## config.mk

```make
export PLATFORM = sky130hd
export DESIGN_NAME = reg_sel_decoder
export DESIGN_NICKNAME = d
export VERILOG_FILES = /design/src/rtl/reg_sel_decoder.sv
export SDC_FILE = /design/constraint.sdc
export NUM_CORES = 1
export LEC_CHECK = 0
export ABC_AREA = 1
export BUFFER_PORTS_ARGS = -buffer_cell sky130_fd_sc_hd__buf_2
export CORE_AREA = 2 2 39 41
export DETAILED_ROUTE_END_ITERATION = 16
export DIE_AREA = 0 0 41 43
export MAX_ROUTING_LAYER = met4
export PLACE_DENSITY = 0.51
export SLEW_MARGIN = 15
export SYNTH_ARGS = -nofsm -noshare
export SYNTH_HDL_FRONTEND = slang
export SYNTH_SLANG_ARGS = --single-unit
```

## constraint.sdc

```tcl
create_clock -name clk -period 1.7 [get_ports clk]
set_input_delay 0.34 -clock clk [delete_from_list [all_inputs] [get_ports clk]]
set_output_delay 0.34 -clock clk [all_outputs]
set_load 0.005 [all_outputs]
```

## src/rtl/reg_sel_decoder.sv

```systemverilog
// Registered one-hot register-select decoder with valid/ready requests and a
// sweep mode that walks every select line once, one per cycle.
module reg_sel_decoder #(
    parameter int ADDR_W = 2
) (
    input  logic              clk,
    input  logic              rst_n,
    input  logic              req_valid,
    input  logic [ADDR_W-1:0] req_addr,
    output logic              req_ready,
    input  logic              clr_start,
    output logic              busy,
    output logic [(1<<ADDR_W)-1:0] reg_no,
    output logic              reg_no_valid
);

    localparam int NREG  = 1 << ADDR_W;
    localparam int CNT_W = ADDR_W + 1;

    typedef enum logic {
        IDLE  = 1'b0,
        SWEEP = 1'b1
    } state_t;

    state_t            state_q, state_d;
    logic [CNT_W-1:0]  cnt_q, cnt_d;
    logic [NREG-1:0]   reg_no_d;
    logic              reg_no_valid_d;

    // NOTE: every output of this block gets a default before the case so no
    // path through it leaves a variable unassigned, which would infer a latch.
    always_comb begin
        state_d        = state_q;
        cnt_d          = cnt_q;
        reg_no_d       = '0;
        reg_no_valid_d = 1'b0;
        unique case (state_q)
            IDLE: begin
                if (clr_start) begin
                    state_d        = SWEEP;
                    reg_no_d       = NREG'(1);
                    reg_no_valid_d = 1'b1;
                    cnt_d          = CNT_W'(1);
                end else if (req_valid) begin
                    reg_no_d       = NREG'(1) << req_addr;
                    reg_no_valid_d = 1'b1;
                end
            end
            SWEEP: begin
                // cnt reaches NREG only after the last index has been issued
                if (cnt_q < CNT_W'(NREG)) begin
                    reg_no_d       = NREG'(1) << cnt_q[ADDR_W-1:0];
                    reg_no_valid_d = 1'b1;
                    cnt_d          = cnt_q + CNT_W'(1);
                end else begin
                    state_d = IDLE;
                    cnt_d   = '0;
                end
            end
            default: state_d = IDLE;
        endcase
    end

    // NOTE: state registers use non-blocking assignments so every flop samples
    // the pre-edge values, independent of statement order.
    always_ff @(posedge clk or negedge rst_n) begin
        if (!rst_n) begin
            state_q      <= IDLE;
            cnt_q        <= '0;
            reg_no       <= '0;
            reg_no_valid <= 1'b0;
        end else begin
            state_q      <= state_d;
            cnt_q        <= cnt_d;
            reg_no       <= reg_no_d;
            reg_no_valid <= reg_no_valid_d;
        end
    end

    assign busy      = (state_q == SWEEP);
    assign req_ready = !busy && !clr_start;

endmodule

```

==> results.md <==
Run status
- **status** completed

Floorplanning
- **std cell rows** 14
- **Die Footprint** 0.00176 mm²
- **number of top-level pins** 13
- **Std-Cell Core Area** 0.00138 mm²
- **die extent in y** 43 µm
- **initial cell density of the core** 31.6%
- **width of the chip** 41 µm

Pwr
- **cell internal pwr** 0.000553 W
- **Clk pwr share** 18.3%
- **share of power burned in registers** 41.5%
- **Sw Ratio** 38.0%
- **Leak Pwr** 0.310 nW
- **share of power burned in combinational logic** 40.1%
- **power density over the cells** 1610 mW/mm²
- **switching power** 0.000338 W
- **worst voltage drop across the vdd grid** 607 µV

Clock tree
- **buffers inserted by post-CTS timing repair** 0
- **cell chosen for the clock root** sky130_fd_sc_hd__clkbuf_4
- **Clock Latency Late Sink** 0.26 ns
- **count of clock tree sinks** 9
- **CTS clk-pin slew, worst paths** 0.06 ns
- **total number of H-tree levels** 1
- **CTS Buffer Depth** 2
- **TritonCTS buffer count** 3
- **TritonCTS clock tree** yes
- **post-cts repair resize count** 0

Worst setup path
- **critical path class** flip-flop to output port
- **Setup crit start kind** flip-flop
- **minimum setup slack among reg-to-reg paths** 0.70 ns
- **kind of capture point of the worst setup path** output port
- **Max Fanout on Critical Path** 7
- **CP max stage cell** sky130_fd_sc_hd__dfrtp_1
- **Crit path arrival time** 1.07 ns
- **CP max stage delay** 0.45 ns
- **Cell Chain, Critical Path** nor2_2 > buf_2
- **data required time at the worst endpoint** 1.36 ns

STA
- **post-layout minimum cycle time** 1.41 ns
- **portion of the clock cycle consumed by the worst path in the final layout** 83.2%
- **count of final max-slew check failures** 0
- **total negative setup slack** 0 ns
- **maximum clock skew at final layout** 0.00101 ns
- **worst slew slack as a fraction of its limit** 85.4%
- **slew at the pin closest to its max-slew limit** 0.219 ns
- **Hold Vio Cnt, Final** 0
- **final count of negative-setup-slack endpoints** 0
- **RSZ-0062 raised after global routing** false
- **upper clock frequency limit** 707 MHz

Synth
- **flop and latch count out of synthesis** 9
- **EDFF count, synth** 0
- **post-synthesis sequential area ratio** 51.6%
- **cell with the most instances after synthesis** sky130_fd_sc_hd__nand2_1
- **count of unique library cells instantiated by Yosys** 13
- **share of synthesized registers carrying an async set or reset** 100%
- **Synth Instances** 47
- **Synth top area share** 51.6%
- **number of synthesis warnings** 0
- **Synth area leaders** sky130_fd_sc_hd__dfrtp_1 (52%), sky130_fd_sc_hd__ha_1 (11%), sky130_fd_sc_hd__nand2_1 (10%)
- **Avg Inst Size Synth** 9.29 µm²
- **dominant cell type by area after synthesis** sky130_fd_sc_hd__dfrtp_1
- **post-synthesis instance area** 437 µm²
- **post-synth net total** 57
- **ys flop type** sky130_fd_sc_hd__dfrtp_1
- **synth cell count leaders** sky130_fd_sc_hd__nand2_1 (12), sky130_fd_sc_hd__dfrtp_1 (9), sky130_fd_sc_hd__inv_1 (5), sky130_fd_sc_hd__ha_1 (4), sky130_fd_sc_hd__nand3_1 (4)

Routing
- **Initial DRT Pass Iterations** 3
- **Total Wirelength** 737 µm
- **total via count after detailed routing** 343
- **DRC violation total after the first TritonRoute iteration** 4
- **DRC errors left** 0
- **average routed wire per standard cell** 9.21 µm
- **count of antenna-violating nets left after detailed routing** 0
- **Via-to-Cell Ratio** 4.29

Cells and area
- **layout cells sized above 1** 34.4%
- **synthesis-to-layout area growth** 26.6%
- **nets** 75
- **fill cell count** 144
- **antenna cells** 0
- **fin area** 553 µm²

Run
- **Max-cap violations** 0

GRT
- **vias in the first global route** 323
- **number of antenna violations at the first check in global routing** 0
- **all-layer global routing usage** 11.7%
- **global route total overflow** 0
- **maximum number of pins on one net before global-route repair** 10
- **wire length of the first global-routing pass** 1290 µm

Place
- **total of buffers placed on input and output ports** 12
- **placement-stage cell area** 517 µm²
- **final weighted congestion in routability-driven placement** 0.805
- **HPWL Detailed** 609 µm

Min path
- **Worst Hold Class** input port to flip-flop

layer usage:
layer | global-route usage [%] | vias to the layer above | wire [µm]
met1 | 13.1 | 145 | 334
met2 | 16.3 | 13 | 317
met3 | 3.14 | 5 | 51
li1 | - | 180 | -
met4 | 10.0 | 0 | 33
met5 | - | - | 0
stage by stage:
step                      std cells  utilization, %  total power, W  hold slack [ns]  worst slack (ns)
final                            80            40.0        0.000891            0.349             0.285
after global routing             80            40.0        0.000997            0.364             0.199
after CTS                        80            40.0        0.000908            0.343             0.279
after detailed placement         75            37.3        0.000739            0.208             0.544
after global placement           75            37.3        0.000739            0.205             0.553
after floorplan                  47               -        0.000616           0.0444             0.727
critical path: cells and delay by family, from the launching register on:
kind	cells	cell delay (ns)
flops	1	0.45
buf+inv	1	0.15
simple gates	1	0.22
path summary, 6_finish.rpt:
| path | cells past startpoint | end | from |
|---|---|---|---|
| setup / recovery | 2 | req_ready | busy |
| hold / removal | 3 | reg_no[3] | req_addr[1] |
| hold reg to reg | 1 | cnt_q[0] | cnt_q[0] |
| setup reg to reg | 4 | cnt_q[1] | cnt_q[0] |
| max in group asynchronous | 2 | busy | rst_n |
| min in group asynchronous | 2 | reg_no[3] | rst_n |
flip-flops by register name (all words and copies together) (netlist names):
name          count
cnt_q             3
reg_no            4
busy              1
reg_no_valid      1
power by group through the flow:
stage / logic, W / registers, W / clock network, W
after floorplan: 0.000236 / 0.000380 / 0
after global placement: 0.000365 / 0.000374 / 0
after detailed placement: 0.000364 / 0.000374 / 0
after CTS: 0.000366 / 0.000371 / 0.000171
after global routing: 0.000423 / 0.000389 / 0.000184
final: 0.000358 / 0.000370 / 0.000163
area by class of cell:
class / instances / area, µm² / area share [%]
Clock buffer: 4 / 26.3 / 4.75
Multi-Input combinational cell: 31 / 185 / 33.5
Sequential cell: 9 / 225 / 40.7
Inverter: 7 / 26.3 / 4.75
Tap cell: 16 / 20.0 / 3.62
Timing Repair Buffer: 13 / 70.1 / 12.7
placed cells by master (no fill, tap or decap), drive strengths merged:
master,netlist,layout
nand3,4,4
clkbuf,0,4
o211ai,1,1
dlygate4sd3,0,1
dfrtp,9,9
o21ai,4,4
buf,0,12
inv,7,7
nand2,13,13
nor2,5,5
ha,4,4
kinds of logic after synthesis:
group           Yosys count  share of synthesized area, %
simple gates             22                          22.9
flops                     9                          51.6
buf+inv                   7                          6.02
compound gates            5                          8.02
fa+ha+maj                 4                          11.5
what timing repair did:
item / in CTS / in global routing
hold buffers: 1 / 0
setup endpoints to repair: 0 / 0
hold endpoints to repair: 9 / 0
(Power assumes the default switching activity.)
